**src/rtl/intersection_phase_ctrl_if.sv**
```systemverilog
// Lamp, request and status bundle between the intersection controller and its environment.
// The environment (master) drives tick and requests; the controller (slave) drives lamps and status.
interface intersection_phase_ctrl_if;
   logic       tick;
   logic       side_req;
   logic       ped_btn;
   logic [2:0] main_ryg;
   logic [2:0] side_ryg;
   logic       walk;
   logic       ped_ack;
   logic [2:0] phase;

   modport master (
      output tick, side_req, ped_btn,
      input  main_ryg, side_ryg, walk, ped_ack, phase
   );

   modport slave (
      input  tick, side_req, ped_btn,
      output main_ryg, side_ryg, walk, ped_ack, phase
   );
endinterface

```
**src/rtl/intersection_phase_ctrl.sv**
```systemverilog
// Phase sequencer for a main road, a side road and a pedestrian crossing; durations count external ticks.
// Lamps are a Moore decode of the state register; side and pedestrian requests are latched until served.
module intersection_phase_ctrl #(
   parameter int CNT_W    = 8,
   parameter int MAIN_MIN = 20,
   parameter int SIDE_GRN = 10,
   parameter int YEL      = 3,
   parameter int ALL_RED  = 2,
   parameter int WALK     = 8
) (
   input  logic                    clk,
   input  logic                    rst,
   intersection_phase_ctrl_if.slave bus
);

   typedef enum logic [2:0] {
      S_ALL_RED_A = 3'd0,
      S_MAIN_GRN  = 3'd1,
      S_MAIN_YEL  = 3'd2,
      S_PED_WALK  = 3'd3,
      S_SIDE_GRN  = 3'd4,
      S_SIDE_YEL  = 3'd5,
      S_ALL_RED_B = 3'd6
   } state_e;

   localparam logic [CNT_W-1:0] MAIN_LAST = CNT_W'(MAIN_MIN - 1);
   localparam logic [CNT_W-1:0] SIDE_LAST = CNT_W'(SIDE_GRN - 1);
   localparam logic [CNT_W-1:0] YEL_LAST  = CNT_W'(YEL - 1);
   localparam logic [CNT_W-1:0] ARED_LAST = CNT_W'(ALL_RED - 1);
   localparam logic [CNT_W-1:0] WALK_LAST = CNT_W'(WALK - 1);

   state_e             state_q, state_d;
   logic [CNT_W-1:0]   timer_q, timer_d;
   logic               side_pend_q, side_pend_d;
   logic               ped_pend_q, ped_pend_d;
   logic               ped_ack_q, ped_ack_d;

   logic               enter_side;
   logic               enter_ped;
   logic [2:0]         main_ryg;
   logic [2:0]         side_ryg;
   logic               walk;

   // State register
   always_ff @(posedge clk or posedge rst) begin
      if (rst) begin
         state_q     <= S_ALL_RED_A;
         timer_q     <= '0;
         side_pend_q <= 1'b0;
         ped_pend_q  <= 1'b0;
         ped_ack_q   <= 1'b0;
      end else begin
         state_q     <= state_d;
         timer_q     <= timer_d;
         side_pend_q <= side_pend_d;
         ped_pend_q  <= ped_pend_d;
         ped_ack_q   <= ped_ack_d;
      end
   end

   // Next-state decision
   always_comb begin
      state_d = state_q;
      case (state_q)
         S_ALL_RED_A: begin
            if (bus.tick && timer_q == ARED_LAST) begin
               if (ped_pend_q)
                  state_d = S_PED_WALK;
               else if (side_pend_q)
                  state_d = S_SIDE_GRN;
               else
                  state_d = S_MAIN_GRN;
            end
         end
         S_MAIN_GRN: begin
            // Saturated timer means minimum green is met; a pending request then exits without a tick.
            if (timer_q == MAIN_LAST && (side_pend_q || ped_pend_q))
               state_d = S_MAIN_YEL;
         end
         S_MAIN_YEL: begin
            if (bus.tick && timer_q == YEL_LAST)
               state_d = S_ALL_RED_A;
         end
         S_PED_WALK: begin
            if (bus.tick && timer_q == WALK_LAST)
               state_d = side_pend_q ? S_SIDE_GRN : S_ALL_RED_B;
         end
         S_SIDE_GRN: begin
            if (bus.tick && timer_q == SIDE_LAST)
               state_d = S_SIDE_YEL;
         end
         S_SIDE_YEL: begin
            if (bus.tick && timer_q == YEL_LAST)
               state_d = S_ALL_RED_B;
         end
         S_ALL_RED_B: begin
            if (bus.tick && timer_q == ARED_LAST)
               state_d = S_MAIN_GRN;
         end
         default: state_d = S_ALL_RED_A;
      endcase
   end

   // Phase timer and request latches
   always_comb begin
      enter_side = (state_d == S_SIDE_GRN) && (state_q != S_SIDE_GRN);
      enter_ped  = (state_d == S_PED_WALK) && (state_q != S_PED_WALK);

      timer_d = timer_q;
      if (state_d != state_q)
         timer_d = '0;
      else if (bus.tick && !(state_q == S_MAIN_GRN && timer_q == MAIN_LAST))
         timer_d = timer_q + CNT_W'(1);

      // A request arriving on the entry clock is consumed by the phase being entered.
      if (enter_side)
         side_pend_d = 1'b0;
      else
         side_pend_d = side_pend_q || (bus.side_req && state_q != S_SIDE_GRN);

      if (enter_ped)
         ped_pend_d = 1'b0;
      else
         ped_pend_d = ped_pend_q || (bus.ped_btn && state_q != S_PED_WALK);

      ped_ack_d = enter_ped;
   end

   // Moore lamp decode
   always_comb begin
      main_ryg = 3'b100;
      side_ryg = 3'b100;
      walk     = 1'b0;
      case (state_q)
         S_MAIN_GRN: main_ryg = 3'b001;
         S_MAIN_YEL: main_ryg = 3'b010;
         S_SIDE_GRN: side_ryg = 3'b001;
         S_SIDE_YEL: side_ryg = 3'b010;
         S_PED_WALK: walk     = 1'b1;
         default: ;
      endcase
   end

   assign bus.main_ryg = main_ryg;
   assign bus.side_ryg = side_ryg;
   assign bus.walk     = walk;
   assign bus.ped_ack  = ped_ack_q;
   assign bus.phase    = state_q;

   // Safety invariants
   a_no_dual_green: assert property (@(posedge clk) disable iff (rst)
      !(main_ryg[0] && side_ryg[0]));
   a_lamps_onehot: assert property (@(posedge clk) disable iff (rst)
      $onehot(main_ryg) && $onehot(side_ryg));
   a_walk_all_red: assert property (@(posedge clk) disable iff (rst)
      walk |-> (main_ryg == 3'b100 && side_ryg == 3'b100));
   a_main_grn_to_yel: assert property (@(posedge clk) disable iff (rst)
      (state_q == S_MAIN_GRN && state_d != S_MAIN_GRN) |-> state_d == S_MAIN_YEL);
   a_main_yel_to_red: assert property (@(posedge clk) disable iff (rst)
      (state_q == S_MAIN_YEL && state_d != S_MAIN_YEL) |-> state_d == S_ALL_RED_A);
   a_side_grn_to_yel: assert property (@(posedge clk) disable iff (rst)
      (state_q == S_SIDE_GRN && state_d != S_SIDE_GRN) |-> state_d == S_SIDE_YEL);
   a_side_yel_to_red: assert property (@(posedge clk) disable iff (rst)
      (state_q == S_SIDE_YEL && state_d != S_SIDE_YEL) |-> state_d == S_ALL_RED_B);

endmodule

```
**src/flat_wrapper.sv**
```systemverilog
// flat-port wrapper written by rule: the top's interface ports become plain ports
module intersection_phase_ctrl_flat 
#(
   parameter int CNT_W    = 8,
   parameter int MAIN_MIN = 20,
   parameter int SIDE_GRN = 10,
   parameter int YEL      = 3,
   parameter int ALL_RED  = 2,
   parameter int WALK     = 8
)
  (clk, rst, bus_tick, bus_side_req, bus_ped_btn, bus_main_ryg, bus_side_ryg, bus_walk, bus_ped_ack, bus_phase);
  intersection_phase_ctrl_if bus_i ();
  input  logic clk;
  input  logic rst;
  input wire logic [$bits(bus_i.tick)-1:0] bus_tick;
  input wire logic [$bits(bus_i.side_req)-1:0] bus_side_req;
  input wire logic [$bits(bus_i.ped_btn)-1:0] bus_ped_btn;
  output wire logic [$bits(bus_i.main_ryg)-1:0] bus_main_ryg;
  output wire logic [$bits(bus_i.side_ryg)-1:0] bus_side_ryg;
  output wire logic [$bits(bus_i.walk)-1:0] bus_walk;
  output wire logic [$bits(bus_i.ped_ack)-1:0] bus_ped_ack;
  output wire logic [$bits(bus_i.phase)-1:0] bus_phase;
  assign bus_i.tick = bus_tick;
  assign bus_i.side_req = bus_side_req;
  assign bus_i.ped_btn = bus_ped_btn;
  assign bus_main_ryg = bus_i.main_ryg;
  assign bus_side_ryg = bus_i.side_ryg;
  assign bus_walk = bus_i.walk;
  assign bus_ped_ack = bus_i.ped_ack;
  assign bus_phase = bus_i.phase;
  intersection_phase_ctrl #(.CNT_W(CNT_W), .MAIN_MIN(MAIN_MIN), .SIDE_GRN(SIDE_GRN), .YEL(YEL), .ALL_RED(ALL_RED), .WALK(WALK)) u_core (.clk(clk), .rst(rst), .bus(bus_i));
endmodule
```
**config.mk**
```make
export PLATFORM = sky130hd
export DESIGN_NAME = intersection_phase_ctrl_flat
export DESIGN_NICKNAME = d
export VERILOG_FILES = /design/src/rtl/intersection_phase_ctrl_if.sv /design/src/rtl/intersection_phase_ctrl.sv /design/src/flat_wrapper.sv
export SDC_FILE = /design/constraint.sdc
export NUM_CORES = 1
export LEC_CHECK = 0
export BUFFER_PORTS_ARGS = -buffer_cell sky130_fd_sc_hd__buf_2
export CAP_MARGIN = 20
export CORE_MARGIN = 3
export CORE_UTILIZATION = 30
export CTS_CLUSTER_SIZE = 14
export DETAILED_ROUTE_END_ITERATION = 8
export SYNTH_ARGS = -nofsm -noshare
export SYNTH_HDL_FRONTEND = slang
export SYNTH_SLANG_ARGS = --single-unit
```
**constraint.sdc**
```tcl
create_clock -name clk -period 2.19 [get_ports clk]
set_clock_uncertainty 0.2 [all_clocks]
set_input_delay 0.5475 -clock clk [delete_from_list [all_inputs] [get_ports clk]]
set_output_delay 0.5475 -clock clk [all_outputs]
set_load 0.02 [all_outputs]
```
==> Word-level counts from Yosys, hierarchy flattened <==
Cells that the tools add are included.
{ "op_classes": {"addsub": 1, "eq_ne": 16, "mux": 18, "n_reduce_logical": 17} }
{ "op_table": {"columns": ["cell", "n"], "rows": [
  ["$mux W3", 9],
  ["$pmux W3 S7", 1],
  ["$mux W8", 2],
  ["$eq A3 B3 Y1 const B", 4],
  ["$pmux W3 S2", 2],
  ["$logic_and A1 B1 Y1", 11],
  ["$eq A3 B2 Y1 const B", 3],
  ["$add A8 B1 Y8 const B", 1],
  ["$eq A8 B1 Y1 const B", 1],
  ["$eq A8 B2 Y1 const B", 1],
  ["$eq A8 B3 Y1 const B", 1],
  ["$eq A8 B4 Y1 const B", 1],
  ["$eq A8 B5 Y1 const B", 1],
  ["$eq A3 B1 Y1 const B", 1],
  ["$logic_not A3 Y1", 1],
  ["$logic_or A1 B1 Y1", 3],
  ["$mux W1", 3],
  ["$ne A3 B2 Y1 const B", 1],
  ["$ne A3 B3 Y1", 1],
  ["$ne A3 B3 Y1 const B", 1],
  ["$mux W2", 1],
  ["$reduce_bool A2 Y1", 1],
  ["$logic_not A1 Y1", 1]
]} }
{ "word_totals": {"regBits": 14, "inputBits": 5, "output_inout_bits": 11, "wordCells": 57} }

==> Longest topological paths before layout <==
Gate-level depths: netlist (run 1).
{ "logic_depth": {"word_depth": 7, "mapped_depth": 9, "ltp_nobuf": 8} }

==> Worst setup path after synthesis (run 1) <==
Ideal clock, no wire load.
{ "synth_timing": {"path_type": "register -> register", "from": "register u_core.state_q[2] (netlist: u_core.bus.phase[2])", "to": "register u_core.timer_q[2]", "setup_time_ns": 0.140, "arrival_ns": 2.151, "required_time_ns": 1.850, "slack_ns": -0.302, "path_stages_with_launch": 8, "n_path_buf": 1, "period_less_slack_ns": 2.492, "path_cell_list": "dfrtp_1 buf_1 nand2b_1 nor2_1 mux2i_1 nand3_2 xor2_1 nor4_1"} }
{ "synth_via": {"word_cells_on_any_way": 21, "cone_classes": "7 x eq/ne; 9 x mux; 5 x reduce/logical"} }
{ "synth_lines": {"columns": ["element", "line_no", "rtl"], "rows": [
  ["start: declaration", "intersection_phase_ctrl.sv:32", "state_e state_q, state_d;"],
  ["start signal: assignment", "intersection_phase_ctrl.sv:53", "state_q <= state_d;"],
  ["$eq A3 B3 Y1, or another cell as far along", "intersection_phase_ctrl.sv:64", "case (state_q)"],
  ["$pmux W3 S7 *", "intersection_phase_ctrl.sv:64", null],
  ["named net u_core.state_d[1]", "intersection_phase_ctrl.sv:32", null],
  ["$ne A3 B3 Y1 *", "intersection_phase_ctrl.sv:110", "if (state_d != state_q)"],
  ["$mux W8 or $reduce_bool A2 Y1 (tied branches)", null, null],
  ["end signal: assignment", "intersection_phase_ctrl.sv:54", "timer_q <= timer_d;"],
  ["end: declaration", "intersection_phase_ctrl.sv:33", "logic [CNT_W-1:0] timer_q, timer_d;"]
]} }
Mark *: on every way through the listed nets, which the timed path passes. The rest lies on a longest branch.
A chain may end at the register's enable or synchronous reset.

==> Worst setup path after layout (run 1) <==
{ "layout_timing": {"from": "register u_core.state_q[2] (netlist: u_core.bus.phase[2])", "to": "output bus_main_ryg[2]"} }
{ "layout_via": {"elab_chain_len": 2, "word_cells_on_any_way": 3, "cone_classes": "2 x eq/ne; 1 x mux"} }
{ "layout_rtl": {"columns": ["element", "line_no", "rtl"], "rows": [
  ["$eq A3 B2 Y1 or $eq A3 B1 Y1 (tied branches)", "intersection_phase_ctrl.sv:134", "case (state_q)"],
  ["$pmux W3 S2 *", "intersection_phase_ctrl.sv:134", null],
  ["end: declaration", "flat_wrapper.sv:18", "output wire logic [$bits(bus_i.main_ryg)-1:0] bus_main_ryg;"]
]} }
Mark *: on every way between the ends. The rest lies on a longest branch, timed or not.

==> flow_summary_export.csv, run 1 <==
group,metric,value,unit
setup_path,required,1.44,ns
synthesis,postSynth.asyncResetShare,100,%
sta,finalWorstSetupSlack,-0.0444,ns
placement,dp_hpwl,2100,um
routing,dr_total_vias,1052,
setup_path,arrival,1.49,ns
sta,drv_slew,0,
die,num_io_pins,16,
grt,overflow,0,
clock_tree,clk_latency,0.28,ns
sta,rsz0062_at_grt,"true",
synthesis,synth_top_area_cell,"dfrtp_1",
grt,grt_pass1_vias,1020,
die,row_count,20,
synthesis,ys_ff_latch,14,
pwr,peakVddDrop,0.336,mV
synthesis,yosys_warnings,0,
die,die-width,64.0,um
clock_tree,cts_tree,"yes",
grt,grtUsageTotal,14.0,%
die,dieArea,4090,um2
routing,drt_iter0_markers,32,
pwr,p_total,1.66,mW
sta,fin_crit_sh,102,%
synthesis,netlist_top_cells_area,"dfrtp_1, nor2_1, nor4b_2",
pwr,leakage,0.725,nW
clock_tree,htreeDepth,1,
finish,n_antenna_cell,0,
placement,gp_congestion,0.893,
setup_path,startpoint_type,"flop",
sta,setup_violations,3,
pwr,power_density,1020,nW/um2
min_path,min_path_type,"in -> async",
routing,antenna_left,0,
routing,wl_per_cell,14.3,um
setup_path,r2r_cells,5,
setup_path,critPathMaxFanout,5,
clock_tree,cts-root-buf,"clkbuf_4",
synthesis,syn_avg_cell_area,9.17,um2
die,start_util,32.2,%
flow_run,drv_cap,0,
routing,routed_via_density,5.08,
die,die_h,64.0,um
routing,wl,2960,um
run_status,violations,"negative setup slack",
run_status,status,"finished, violations left",
sta,timing_hold_violations_final,0,
routing,drtPass1Iterations,4,
finish,multi_input_area,738,um2
finish,syn2layout_area_growth,61.5,%
finish,regArea,353,um2
synthesis,ys.flop_type,"dfrtp_1",
finish,fin_nets,172,
finish,layout-drive-gt1-share,54.0,%
synthesis,seq_area_frac_synth,34.7,%
setup_path,cp-end-kind,"output port",
setup_path,crit_type,"reg -> out",
synthesis,synth_edf_count,0,
grt,grt_max_degree,15,
clock_tree,cts.clk_slew.worst_paths,0.08,ns
clock_tree,cts.sinks,14,
sta,period_needed,2.23,ns
synthesis,syn_area,1010,um2
setup_path,rrSetupSlack,-0.04,ns
die,core_area,3130,um2
clock_tree,clk_path_buf_depth,2,
sta,tightest_slew,0.503,ns
placement,numPortBuffers,15,
grt,grt_pass1_wl,4490,um
finish,fill_cells,283,
synthesis,synthCells,110,
sta,max_freq,448,MHz
routing,drc_errors,0,
synthesis,ys_types,41,
grt,antenna_found_initial,0,
synthesis,netlist.area_leader.share,34.7,%
clock_tree,numCtsBuffers,3,
synthesis,syn-num-nets,118,
synthesis,netlist_top_cells_count,"dfrtp_1, nor2_1, inv_1",
sta,relSlewSlack,66.4,%
finish,final_util,52.1,%
per-layer routing:
layer / up-vias / part of all wire, % / global-route usage, % / wire (um)
met2: 23 / 53 / 24.3 / 1580
li1: 501 / - / - / -
met1: 519 / 41 / 16.1 / 1230
met5: - / 0 / 0 / 0
met4: 0 / 2.7 / 8.36 / 81
met3: 9 / 2.5 / 2.11 / 74
cells in the final DEF, fill, tap and decap left out, types with 4 or more instances in the layout:
cell / instances
buf_4: 38
dfrtp_1: 12
nor2_1: 10
buf_2: 10
buf_6: 7
inv_1: 6
xnor2_1: 5
nand4_1: 4
nor3_1: 4
report_power, final:
| group | switching, mW | internal (mW) |
|---|---|---|
| Combinational | 0.536 | 0.531 |
| Clock | 0.0811 | 0.101 |
| Sequential | 0.0841 | 0.326 |
cell type report:
type / instances / share of cell area (%)
Clock buffer: 4 / 2.23
Tap cell: 44 / 3.38
Multi-Input combinational cell: 82 / 45.3
Inverter: 8 / 2.00
Sequential cell: 14 / 21.7
Timing Repair Buffer: 55 / 25.4
through the flow:
stage	hold WS (ns)	area, um2	worst slack (ns)	std cells	TNS (ns)
global route	0.112	1630	-0.146	207	-0.812
CTS	0.0888	1480	-0.0548	202	-0.260
global placement	0.354	1350	-0.0782	196	-0.345
detailed placement	0.371	1350	-0.232	196	-0.928
finish	0.0770	1630	-0.0444	207	-0.0963
floorplan	0.237	1020	-0.0604	110	-0.186
worst max-delay path, cell delays in order (launching register included):
cell and delay, ns:
dfrtp_1 0.43, or3b_4 0.43, buf_6 0.13, inv_4 0.06, nor2_2 0.04, buf_6 0.12
state kept, by name, summed over array words and instances, names as in the netlist:
name / flops
u_core.timer_q: 8
u_core.bus.phase: 3
u_core.bus.ped_ack: 1
u_core.ped_pend_q: 1
u_core.side_pend_q: 1
worst paths after layout:
check / from / to
setup / recovery: u_core.bus.phase[2]$_DFF_PP0_ / bus_main_ryg[2]
hold / removal: rst / u_core.bus.phase[1]$_DFF_PP0_
setup reg to reg: u_core.timer_q[2]$_DFFE_PP0P_ / u_core.side_pend_q$_DFF_PP0_
hold reg to reg: u_core.side_pend_q$_DFF_PP0_ / u_core.side_pend_q$_DFF_PP0_
max in group asynchronous: rst / u_core.timer_q[3]$_DFFE_PP0P_
min in group clk: bus_ped_btn / u_core.ped_pend_q$_DFF_PP0_
what timing repair did:
| action | 4_1_cts | 5_1_grt |
|---|---|---|
| buffers inserted | 3 | 6 |
| setup endpoints to repair | 13 | 14 |
| gates cloned | 0 | 0 |
| resized for setup | 21 | 21 |
| pin swaps | 4 | 8 |
| hold buffers | 0 | 0 |
cells by family (layout without fill, tap and decap cells):
logic type                 after synthesis  after routing  synth area share [%]
and+or+nand+nor                         50             50                  32.6
AOI/OAI and AO/OA                       19             19                  13.0
DFF                                     14             14                  34.7
buffers and inverters                   14             67                  7.07
xor gates and xnor gates                 9              9                  7.82
adders and majority gates                3              3                  3.72
muxes                                    1              1                 0.993
No activity file was read; power rests on OpenSTA's default activity.
==> inputs of run 2 (changes only) <==
--- a/config.mk
+++ b/config.mk
@@ -9,8 +9,11 @@
 export CAP_MARGIN = 20
 export CORE_MARGIN = 3
 export CORE_UTILIZATION = 30
+export CTS_BUF_LIST = sky130_fd_sc_hd__clkbuf_4 sky130_fd_sc_hd__clkbuf_8 sky130_fd_sc_hd__clkbuf_16
 export CTS_CLUSTER_SIZE = 14
 export DETAILED_ROUTE_END_ITERATION = 8
+export HOLD_SLACK_MARGIN = 0.1
+export RECOVER_POWER = 50
 export SYNTH_ARGS = -nofsm -noshare
 export SYNTH_HDL_FRONTEND = slang
 export SYNTH_SLANG_ARGS = --single-unit
==> run 2 against run 1 <==
The flow still finishes with violations (negative setup slack). Non-clock buffer count is 1 higher. Setup slack worse by 0.0024 ns. Combinational power hardly changed. Die area stayed put. First-iteration DRC count is 31% higher. Global-route usage is 0.074 points higher. Power hardly changed. Largest cell class unchanged. Largest power group unchanged.
==> flow_summary_export.csv, run 2 (synthesis results as in run 1) <==
group,metric,value,unit
clock_tree,cts.clk_slew.worst_paths,0.08,ns
run_status,status,"finished, violations left",
pwr,p_total,1.66,mW
sta,tightest_slew,0.505,ns
finish,n_antenna_cell,0,
grt,grt_pass1_vias,1032,
setup_path,cp.depth,5,
run_status,violations,"negative setup slack",
setup_path,path_buf_inv,3,
placement,gp_congestion,0.893,
sta,max_freq,447,MHz
pwr,p_sw_share,42.2,%
die,num_io_pins,16,
die,core_area,3130,um2
sta,fin_crit_sh,102,%
pwr,seq_power_share,24.8,%
sta,period_needed,2.24,ns
finish,syn2layout_area_growth,62.5,%
clock_tree,numCtsBuffers,3,
min_path,min_path_type,"in -> reg",
routing,dr_total_vias,1051,
finish,final_common_cell,"buf_4",
routing,drc_errors,0,
setup_path,r2r_cells,5,
finish,layout-drive-gt1-share,53.7,%
setup_path,arrival,1.49,ns
finish,largest-register,"u_core.timer_q",
die,die_h,64.0,um
sta,drv_slew,0,
pwr,power.share.clock,10.9,%
setup_path,cp-end-kind,"output port",
setup_path,cpPeakStageDelay,0.43,ns
die,die-width,64.0,um
setup_path,critPathMaxFanout,5,
sta,timing_hold_violations_final,0,
setup_path,cp_cell_sequence,"or3b_4 > buf_6 > inv_4 > nor2_2 > buf_6",
routing,wl_per_cell,14.2,um
setup_path,startpoint_type,"flop",
die,start_util,32.2,%
clock_tree,cts_tree,"yes",
sta,rsz0062_at_grt,"true",
pwr,switchingPower,700,uW
die,dieArea,4090,um2
grt,grtUsageTotal,14.1,%
setup_path,crit_family,"simple AND/OR/NAND/NOR gates",
pwr,p_int,959,uW
routing,drt_iter0_markers,42,
grt,overflow,0,
finish,postLayoutCellArea,1640,um2
die,row_count,20,
clock_tree,cts.sinks,14,
routing,routed_via_density,5.05,
sta,setup_violations,3,
grt,grt_max_degree,15,
finish,final_cell_mix,"buf_4, dfrtp_1, nor2_1, buf_2, buf_6",
min_path,hold_path_depth,3,
grt,antenna_found_initial,0,
clock_tree,cts-root-buf,"clkbuf_4",
clock_tree,clk_path_buf_depth,2,
setup_path,cp_common_cell,"buf_6",
routing,drtPass1Iterations,4,
routing,wl,2950,um
placement,dp_hpwl,2100,um
routing,antenna_left,0,
sta,finalWorstSetupSlack,-0.0468,ns
grt,grt_pass1_wl,4520,um
setup_path,cp_slowest_cell,"dfrtp_1",
pwr,power_density,1010,nW/um2
pwr,comb_power_share,64.3,%
sta,hold_ws,0.304,ns
placement,dpl_cell_area,1350,um2
finish,largest_register_ffs,8,
placement,numPortBuffers,15,
clock_tree,clk_latency,0.28,ns
setup_path,crit_type,"reg -> out",
setup_path,required,1.44,ns
finish,fin_nets,173,
sta,relSlewSlack,66.3,%
clock_tree,htreeDepth,1,
pwr,peakVddDrop,0.336,mV
flow_run,drv_cap,0,
pwr,leakage,0.729,nW
placement,dp_slack,-0.232,ns
[run 2: cell count changes in the layout (fill, tap and decap cells not counted), sizes merged]
| cell | before | now |
|---|---|---|
| dlygate4sd3 | 0 | 1 |
[run 2: path summary, 6_finish.rpt]
kind                                                from                             to  slack [ns]
min in group asynchronous                            rst  u_core.bus.phase[1]$_DFF_PP0_        0.63
max in group asynchronous                            rst  u_core.timer_q[3]$_DFFE_PP0P_        0.79
hold / removal                               bus_ped_btn    u_core.ped_pend_q$_DFF_PP0_        0.30
setup reg to reg           u_core.timer_q[2]$_DFFE_PP0P_   u_core.side_pend_q$_DFF_PP0_       -0.05
setup / recovery           u_core.bus.phase[2]$_DFF_PP0_                bus_main_ryg[2]       -0.05
hold reg to reg             u_core.side_pend_q$_DFF_PP0_   u_core.side_pend_q$_DFF_PP0_        0.39
[run 2: stage by stage]
stage	TNS, ns	utilization [%]	std cells
global route	-0.812	52.4	208
CTS	-0.260	47.6	203
detailed placement	-0.928	43.2	196
floorplan	-0.186	-	110
global placement	-0.345	43.2	196
finish	-0.109	52.4	208
[run 2: final cells by class]
| class | count | area, um2 |
|---|---|---|
| Fill cell | 282 | 1490 |
| Multi-Input combinational cell | 82 | 738 |
| Timing Repair Buffer | 56 | 424 |
| Tap cell | 44 | 55.1 |
| Sequential cell | 14 | 353 |
| Inverter | 8 | 32.5 |
| Clock buffer | 4 | 36.3 |
[run 2: what timing repair did]
item	in CTS	in global routing
resized for setup	21	21
setup buffers	3	6
hold endpoints to repair	14	0
endpoints found under the setup margin	13	14
hold buffers	1	0
gates cloned	0	0
pin swaps	4	8
[run 2: worst reg2reg max path: stages, from the launching register on]
cell	delay, ns
dfrtp_1	0.39
or4_4	0.57
buf_4	0.16
o31ai_1	0.30
nand3b_1	0.19
o32a_1	0.32
[run 2: metal layers]
metal | share of wire (%) | track usage [%] | vias to the layer above
met2 | 54 | 24.5 | 20
li1 | - | - | 506
met5 | 0 | 0 | -
met4 | 2.5 | 8.36 | 0
met1 | 41 | 16.1 | 517
met3 | 2.3 | 2.11 | 8
[run 2: power groups by stage]
stage | Sequential (mW) | Combinational (mW) | Clock, mW
6_report | 0.411 | 1.07 | 0.182
5_1_grt | 0.418 | 1.15 | 0.201
4_1_cts | 0.393 | 0.954 | 0.191
3_5_place_dp | 0.400 | 0.838 | 0
3_3_place_gp | 0.397 | 0.825 | 0
2_1_floorplan | 0.409 | 0.491 | 0
